### config.mk
export PLATFORM = sky130hd
export DESIGN_NAME = bus_arbiter
export DESIGN_NICKNAME = d
export VERILOG_FILES = /design/src/rtl/bus_arbiter.sv
export SDC_FILE = /design/constraint.sdc
export NUM_CORES = 1
export LEC_CHECK = 0
export CAP_MARGIN = 20
export CELL_PAD_IN_SITES_DETAIL_PLACEMENT = 2
export CELL_PAD_IN_SITES_GLOBAL_PLACEMENT = 2
export CORE_ASPECT_RATIO = 1.4
export CORE_UTILIZATION = 30
export DETAILED_ROUTE_END_ITERATION = 10
export GPL_ROUTABILITY_DRIVEN = 1
export PLACE_DENSITY_LB_ADDON = 0.1
export RECOVER_POWER = 100
export SETUP_SLACK_MARGIN = 0.5
export SYNTH_ARGS = -nofsm -noshare
export SYNTH_HDL_FRONTEND = slang
export SYNTH_SLANG_ARGS = --single-unit
### constraint.sdc
create_clock -name clk -period 3.65 [get_ports clk]
set_input_delay 0.9125 -clock clk [delete_from_list [all_inputs] [get_ports clk]]
set_output_delay 0.9125 -clock clk [all_outputs]
set_load 0.005 [all_outputs]
### src/rtl/bus_arbiter.sv
// -----------------------------------------------------------------------------
// bus_arbiter
//   Four-master round-robin bus arbiter with registered, active-low grants.
//   A grant is held for as long as the owning master keeps its request low.
//   When the owner releases, the grant moves straight to the next requester in
//   round-robin order (no idle cycle), or the arbiter goes idle.
//
//   Optional feature (macro BUS_ARB_TIMEOUT_EN): an 8-bit grant-length counter
//   forcibly revokes a grant held for more than TIMEOUT_CYCLES cycles and
//   pulses Timeout for one cycle. With the macro undefined there is no
//   counter and Timeout is tied low.
//
// Parameters
//   TIMEOUT_CYCLES  max consecutive grant cycles before forced revoke
//                   (only meaningful with BUS_ARB_TIMEOUT_EN)
// Ports
//   clk                 rising-edge clock
//   reset_              asynchronous active-low reset
//   M0Req_..M3Req_      active-low requests, held low for the transaction
//   M0Grnt_..M3Grnt_    active-low registered grants, at most one low
//   Owner               index of the current or most recent owner
//   Timeout             one-cycle pulse on forced revoke
// -----------------------------------------------------------------------------
module bus_arbiter #(
  parameter logic [7:0] TIMEOUT_CYCLES = 8'd255
) (
  input  logic       clk,
  input  logic       reset_,
  input  logic       M0Req_,
  input  logic       M1Req_,
  input  logic       M2Req_,
  input  logic       M3Req_,
  output logic       M0Grnt_,
  output logic       M1Grnt_,
  output logic       M2Grnt_,
  output logic       M3Grnt_,
  output logic [1:0] Owner,
  output logic       Timeout
);

  typedef enum logic {
    ARB_IDLE  = 1'b0,
    ARB_GRANT = 1'b1
  } state_t;

  state_t     state_q, state_d;
  logic [1:0] owner_q, owner_d;
  logic [3:0] grnt_n_q, grnt_n_d;

  logic [3:0] req;
  logic [2:0] pick_all;    // {found, index}: search owner+1..owner+4
  logic [2:0] pick_other;  // {found, index}: search owner+1..owner+3 only
  logic       revoke;

  // Round-robin search starting after 'base'. The base itself is examined
  // last, and only when incl_base is set.
  function automatic logic [2:0] rr_pick(input logic [3:0] r,
                                         input logic [1:0] base,
                                         input logic       incl_base);
    logic       found;
    logic [1:0] idx;
    logic [1:0] cand;
    found = 1'b0;
    idx   = base;
    for (int i = 1; i <= 4; i++) begin
      cand = base + 2'(i);
      if (!found && r[cand] && (i != 4 || incl_base)) begin
        found = 1'b1;
        idx   = cand;
      end
    end
    return {found, idx};
  endfunction

  function automatic logic [3:0] grant_vec(input logic [1:0] idx);
    return ~(4'b0001 << idx);
  endfunction

  assign req        = ~{M3Req_, M2Req_, M1Req_, M0Req_};
  assign pick_all   = rr_pick(req, owner_q, 1'b1);
  // Used for handover: the owner is either not requesting (released) or has
  // timed out, and in both cases must not win the search.
  assign pick_other = rr_pick(req, owner_q, 1'b0);

`ifdef BUS_ARB_TIMEOUT_EN
  logic [7:0] cnt_q, cnt_d;
  logic       timeout_q, timeout_d;
  logic       timeout_hit;

  assign timeout_hit = (state_q == ARB_GRANT) && req[owner_q] &&
                       (cnt_q == TIMEOUT_CYCLES);
  assign revoke      = !req[owner_q] || timeout_hit;
`else
  logic unused_cfg;
  assign unused_cfg = ^TIMEOUT_CYCLES;
  assign revoke     = !req[owner_q];
`endif

  always_comb begin
    state_d  = state_q;
    owner_d  = owner_q;
    grnt_n_d = grnt_n_q;
`ifdef BUS_ARB_TIMEOUT_EN
    cnt_d     = cnt_q;
    timeout_d = timeout_hit;
`endif
    case (state_q)
      ARB_IDLE: begin
        if (pick_all[2]) begin
          state_d  = ARB_GRANT;
          owner_d  = pick_all[1:0];
          grnt_n_d = grant_vec(pick_all[1:0]);
`ifdef BUS_ARB_TIMEOUT_EN
          cnt_d    = 8'd0;
`endif
        end
      end
      ARB_GRANT: begin
        if (revoke) begin
          if (pick_other[2]) begin
            owner_d  = pick_other[1:0];
            grnt_n_d = grant_vec(pick_other[1:0]);
          end else begin
            // Owner is kept so the next search resumes after it.
            state_d  = ARB_IDLE;
            grnt_n_d = 4'hF;
          end
`ifdef BUS_ARB_TIMEOUT_EN
          cnt_d = 8'd0;
        end else begin
          cnt_d = cnt_q + 8'd1;
`endif
        end
      end
      default: begin
        state_d  = ARB_IDLE;
        grnt_n_d = 4'hF;
      end
    endcase
  end

  always_ff @(posedge clk or negedge reset_) begin
    if (!reset_) begin
      state_q  <= ARB_IDLE;
      owner_q  <= 2'd3;
      grnt_n_q <= 4'hF;
    end else begin
      state_q  <= state_d;
      owner_q  <= owner_d;
      grnt_n_q <= grnt_n_d;
    end
  end

`ifdef BUS_ARB_TIMEOUT_EN
  always_ff @(posedge clk or negedge reset_) begin
    if (!reset_) begin
      cnt_q     <= 8'd0;
      timeout_q <= 1'b0;
    end else begin
      cnt_q     <= cnt_d;
      timeout_q <= timeout_d;
    end
  end

  assign Timeout = timeout_q;
`else
  assign Timeout = 1'b0;
`endif

  assign M0Grnt_ = grnt_n_q[0];
  assign M1Grnt_ = grnt_n_q[1];
  assign M2Grnt_ = grnt_n_q[2];
  assign M3Grnt_ = grnt_n_q[3];
  assign Owner   = owner_q;

endmodule

==> results of run 1 <==
==> layout make-up <==
class                      count  area share, %
multi-input combinational     44           45.7
sequential                     7           27.3
clock buffer                   4           3.93
inverter                       5           2.81
tap                           20           3.75
timing repair buffer          11           16.5
==> registers in the layout, indices dropped and copies added, names as in the netlist <==
name,cells
grnt_n_q,4
Owner,2
state_q,1
==> routing by layer <==
metal | routed length, um | GRT usage (%)
met1 | 664 | 21.5
met2 | 800 | 30.0
met3 | 34 | 1.24
met4 | 0 | 5.17
met5 | 0 | 0
==> synthesized netlist by cell type, drive strengths merged <==
| library cell | n |
|---|---|
| nand2 | 3 |
| o22ai | 6 |
| nor2b | 1 |
| dfrtp | 1 |
| inv | 5 |
| a21boi | 1 |
| and3 | 1 |
| a211oi | 2 |
| nand3 | 1 |
| mux2 | 3 |
| o221ai | 1 |
| and2 | 1 |
| a21oi | 5 |
| buf | 6 |
| conb | 1 |
| nand4 | 1 |
| nor2 | 4 |
| nand4b | 1 |
| o32ai | 1 |
| mux2i | 2 |
| or3 | 1 |
| a31oi | 1 |
| clkbuf | 1 |
| dfstp | 6 |
| a2bb2oi | 4 |
| o21ai | 3 |
==> logic make-up (layout without fill, tap and decap cells) <==
family	count (synthesis)	in the layout	share of synthesized area [%]
muxes	5	5	13.4
buffers and inverters	12	20	11.9
other	1	1	0.649
DFF	7	7	31.6
AOI/OAI and AO/OA	24	24	29.2
and+or+nand+nor	14	14	13.2
==> per-stage QoR <==
step	utilization (%)	worst slack, ns	instances	power [mW]	hold WS, ns
after floorplan	-	1.71	63	0.414	0.494
after global placement	37.3	1.05	87	0.501	0.492
final	37.6	1.01	91	0.526	0.502
after detailed placement	37.3	1.05	87	0.500	0.494
after global routing	37.6	0.850	91	0.567	0.514
after CTS	38.7	1.21	91	0.576	0.506
==> worst reg2reg max path, stage by stage, from the launching register on <==
cell and delay (ns):
dfstp_1 0.85, mux2_1 0.41, mux2i_1 0.29, and2_0 0.27, nor2_1 0.13, a2bb2oi_1 0.15
==> how the worst max path moves through the flow <==
stage / start / endpoint / slack [ns] / cells past startpoint
floorplan: M0Req_ / Owner[1] / 1.71 / 5
global placement: M3Req_ / Owner[1] / 1.05 / 6
detailed placement: M3Req_ / Owner[1] / 1.05 / 6
CTS: Owner[1] / Owner[1] / 1.21 / 1
global route: M1Req_ / grnt_n_q[0] / 0.85 / 6
finish: M1Req_ / grnt_n_q[2] / 1.01 / 6
==> power breakdown <==
part	switching [mW]	internal, mW
clock network	0.0283	0.0417
logic	0.122	0.154
registers	0.0522	0.128
==> summary.txt, run 1 <==
Flow run
  • Maxcap violations: 0

Global routing
  • Sum of overflow across all layers after global routing: 0
  • Number of global-route vias before repair: ~530
  • Antenna violations before repair: 0
  • Wire length of the first global-routing pass: approximately 2.5 mm
  • Total routing resource utilization after global routing: 17.0%
  • Pin count of the biggest net entering global routing: 18

Die
  • Floorplan die area: between 2000 and 2500 sq um
  • Number of top-level pins: 13
  • Die outline width: roughly 39 um
  • Initial core utilization: between 30% and 40%
  • Height of the die: between 50 and 60 um
  • Core outline area: about 1800 sq um
  • Site Rows: 18

Drt
  • Total number of vias: a little over 500
  • Post-route ant nets: 0
  • DRC violations left: 0
  • Count of TritonRoute iterations in the first routing pass: 2
  • Post-DR vias/cell: approximately 5.5
  • WL/cell: about 16 um
  • Initial DRC count: 1
  • Final Routed Wirelength: around 1.5 mm

Timing
  • Final Skew: between 0.001 and 0.0015 ns
  • Headroom to the max-slew limit: ~64%
  • Final max-slew violation count: 0
  • Clock period minus worst slack: approximately 2.6 ns
  • Peak clock frequency supported by timing: 0.379 GHz
  • Tcrit/Tclk final: slightly above 70%
  • Actual slew at the worst max-slew pin: ~0.54 ns
  • Setup violations, final: 0
  • Hold violation count in the final report: 0
  • Accumulated negative setup slack: 0 ns
  • Unrepaired setup endpoints after global routing: false

Setup path
  • Worst path max stage delay: 0.68 ns
  • Critical path launch point type: input pin
  • Cell chain of the critical path: dlygate4sd3_1 > mux2_1 > mux2i_1 > and2_0 > nor2_1 > a2bb2oi_1
  • Required time of the critical path: between 3 and 4 ns
  • FF-to-FF setup slack: 1.48 ns
  • Capture point of the worst reg-to-reg path: grnt_n_q[2]
  • Critical path class: in -> reg
  • Reg-to-reg startpoint: Owner[1]
  • Worst Path Arrival: 2.80 ns
  • Crit path max-delay family: buffers and inverters
  • Crit-path slowest cell: dlygate4sd3_1
  • Worst-path maximum fanout: 11
  • Worst setup EP type: register
  • Number of cells on the worst reg-to-reg path: 5
  • Count of buffering cells on the critical path with inverters included: 1

Placement
  • Port-buffer cells: 11
  • Detailed Place HPWL: about 1.2 mm
  • RePlAce Congestion: between 0.7 and 0.8
  • Placed cell areas: roughly 660 sq um

Finish
  • Leading cell types in the layout, fill and taps excluded: dlygate4sd3_1 (6), o22ai_1 (5), a21oi_1 (5), clkdlybuf4s50_1 (5)
  • Number of nets in the layout: 78
  • # diodes: 0
  • Fill cell total of the finished layout: around 210
  • Most frequent standard cell in the layout excluding fill and tap cells: dlygate4sd3_1
  • Combined area of the multi-input logic cells: slightly above 300 sq um
  • Sequential cell area in the final layout: roughly 180 sq um
  • Layout area overhead: 15.6%
  • Fraction of layout instances using a drive strength above 1: about 17%
  • Summed area of non-filler cells in the final layout: around 670 sq um

Clocking
  • TritonCTS sink count: 7
  • TritonCTS clock tree: done
  • H-tree depth: 1
  • Number of buffers inserted by post-CTS setup repair: 0
  • CTS max path bufs: 2
  • CTS Root Cell: clkbuf_4
  • # hold bufs at CTS: 0
  • Clock transition at the registers of the reported paths: approximately 0.060 ns
  • Source-to-sink clock delay at the later pin of the worst-skew pair: 0.24 ns
  • Number of buffers added by the clock tree synthesis step: 3
  • Post-CTS resize count: 0

Synth
  • Portion of the post-synthesis area used by sequential elements: a little under a third
  • Total of flip-flops plus latches after synthesis: 7
  • Synth Warn #: 0
  • Netlist area before placement: just under 600 sq um
  • Synthesized netlist cell count: 63
  • Leading post-synthesis cells by cell area: dfstp_2 (27%), mux2_4 (7.8%), a2bb2oi_1 (6.1%), o22ai_1 (5.4%), a21oi_1 (4.3%)
  • Synth area leader: dfstp_2
  • Total nets after synthesis: between 60 and 70
  • Cell variety after synth: 32
  • Avg Cell Area, Syn: around 9.2 sq um
  • Yosys top cell area share: approximately 27%

Min path
  • Min-delay src: grnt_n_q[0]
  • Cell depth of the worst min-delay path: 1
  • Hold/Removal Path Class: reg -> reg
  • Hold-critical path endpoint: grnt_n_q[0]

Run status
  • Status: finished, final reports clean

Power and ir drop
  • Power per standard cell area: between 700 and 800 nW/um^2
  • Leakage power summed over all cells: 0.258 nW
  • Largest voltage drop on the vdd net: 280 uV
(Power assumes the default switching activity.)
==> run 2, diff against run 1 <==
- CORE_UTILIZATION: 30 -> 28
- clock period: 3.65 -> 2.48 ns (I/O delays scaled with it)
==> summary.txt, run 2 (synthesis results as in run 1) <==
Setup path
  • Worst setup EP type: output pin
  • Worst path max stage delay: 0.57 ns (-0.11 ns)
  • Worst Path Arrival: 1.36 ns (-1.44 ns)
  • Crit path max-delay family: buffers and inverters
  • Count of buffering cells on the critical path with inverters included: 1 (unchanged)
  • Critical path launch point type: register
  • Cell chain of the critical path: dlygate4sd3_1
  • Critical path class: reg -> out
  • Worst-path maximum fanout: 2 (-9)
  • Required time of the critical path: 1.86 ns (-1.95 ns)
  • Crit-path slowest cell: dlygate4sd3_1

Power and ir drop
  • Pwr Total: 0.806 mW (+53%)
  • Leakage power summed over all cells: 0.285 nW (+10%)
  • Power per standard cell area: 1160 nW/um^2 (+48%)
  • Largest voltage drop on the vdd net: 465 uV (+66%)

Clocking
  • CTS max path bufs: 2 (unchanged)
  • # hold bufs at CTS: 0 (unchanged)
  • TritonCTS clock tree: done
  • TritonCTS sink count: 7 (unchanged)
  • Number of buffers added by the clock tree synthesis step: 3 (unchanged)
  • H-tree depth: 1 (unchanged)
  • Source-to-sink clock delay at the later pin of the worst-skew pair: 0.25 ns (about the same)
  • Clock transition at the registers of the reported paths: 0.05 ns (about the same)
  • CTS Root Cell: clkbuf_4

Drt
  • Post-DR vias/cell: 5.65 (+2.1%)
  • Total number of vias: 537 (+6.5%)
  • DRC violations left: 0 (unchanged)
  • Final Routed Wirelength: 1.61 mm (+7.5%)
  • WL/cell: 17.0 um (+2.9%)
  • Post-route ant nets: 0 (unchanged)
  • Initial DRC count: 1 (unchanged)
  • Count of TritonRoute iterations in the first routing pass: 2 (unchanged)

Die
  • Site Rows: 19 (+1)
  • Floorplan die area: 2250 sq um (+6.8%)
  • Core outline area: 1950 sq um (+9.6%)
  • Height of the die: 55.8 um (+3.4%)
  • Initial core utilization: 29.7% (-2.8 points)
  • Number of top-level pins: 13 (unchanged)
  • Die outline width: 40.4 um (+3.3%)

Placement
  • Detailed Place HPWL: 1.21 mm (+1.1%)
  • Port-buffer cells: 11 (unchanged)
  • Pre-CTS setup slack: 0.190 ns (-0.857 ns)
  • RePlAce Congestion: 0.713 (+1.0%)

Finish
  • Utilization of the core after routing: 35.5% (-2.1 points)
  • Number of flip-flops under the largest register name: 4 (unchanged)
  • # diodes: 0 (unchanged)
  • Number of nets in the layout: 81 (+3.8%)
  • Layout area overhead: 19.7%
  • Most frequent standard cell in the layout excluding fill and tap cells: dlygate4sd3_1
  • Fraction of layout instances using a drive strength above 1: 23.0% (+6.1 points)
  • Register with the highest flop count: grnt_n_q
  • Leading cell types in the layout, fill and taps excluded: dlygate4sd3_1 (7), dfstp_2 (6), o22ai_1 (5), a21oi_1 (5)

Timing
  • Peak clock frequency supported by timing: 0.506 GHz
  • Tcrit/Tclk final: between 70% and 80%
  • Unrepaired setup endpoints after global routing: false
  • Final max-slew violation count: 0 (unchanged)
  • Fin Hold WS: 0.503 ns (+0.000490 ns)
  • Clock period minus worst slack: ~2.0 ns
  • Setup violations, final: 0 (unchanged)
  • Accumulated negative setup slack: 0 ns (unchanged)
  • Final setup margin: 0.502 ns (-0.509 ns)
  • Hold violation count in the final report: 0 (unchanged)
  • Final Skew: 0.00346 ns (+0.00202 ns)

Flow run
  • Maxcap violations: 0 (unchanged)

Global routing
  • Number of global-route vias before repair: 576 (+9.5%)
  • Antenna violations before repair: 0 (unchanged)
  • Total routing resource utilization after global routing: 16.9% (-0.15 points)
  • Sum of overflow across all layers after global routing: 0 (unchanged)
  • Wire length of the first global-routing pass: 2.66 mm (+6.4%)
  • Pin count of the biggest net entering global routing: 12 (-6)

Run status
  • Status: finished, final reports clean

Min path
  • Hold/Removal Path Class: reg -> reg
-- run 2: changes by cell type in the layout (fill, tap and decap cells not counted), sizes merged --
cell,change
clkdlybuf4s50,-5
buf,+3
dlygate4sd2,+3
dlygate4sd3,+1
dlymetal6s2s,+1
-- run 2: area by class of cell --
| class | instances | area [sq um] |
|---|---|---|
| fill | 239 | 1260 |
| multi-input combinational | 44 | 307 |
| timing repair buffer | 14 | 131 |
| tap | 21 | 26.3 |
| sequential | 7 | 183 |
| inverter | 5 | 18.8 |
| clock buffer | 4 | 26.3 |
-- run 2: path summary, 6_finish.rpt --
| check | from | to | slack (ns) | cells after the start |
|---|---|---|---|---|
| setup reg to reg | Owner[1] | grnt_n_q[0] | 0.56 | 6 |
| setup / recovery | Owner[1] | Owner[1] | 0.50 | 1 |
| hold / removal | grnt_n_q[2] | grnt_n_q[2] | 0.50 | 1 |
| min in group asynchronous | reset_ | state_q | 0.69 | 1 |
| hold reg to reg | grnt_n_q[2] | grnt_n_q[2] | 0.50 | 1 |
| max in group asynchronous | reset_ | Owner[0] | 1.50 | 1 |
-- run 2: per-stage QoR --
stage,instance area [sq um],instances
2_1_floorplan,578,63
5_1_grt,692,95
3_3_place_gp,672,89
3_5_place_dp,672,89
6_report,692,95
4_1_cts,709,95
-- run 2: metal layers --
metal | wire length, um | track usage [%] | part of all wire [%]
met1 | 653 | 19.7 | 41
met2 | 886 | 27.2 | 55
met3 | 58 | 4.00 | 3.6
met4 | 14 | 7.62 | 0.87
met5 | 0 | 0 | 0
-- run 2: power by group --
group | switching (mW) | internal (mW)
Sequential | 0.0248 | 0.192
Combinational | 0.244 | 0.242
Clock | 0.0420 | 0.0614
Total | 0.311 | 0.495
-- run 2: timing repair --
action	4_1_cts	5_1_grt
buffers inserted	2	0
setup endpoints to repair	8	4
resized for setup	3	2
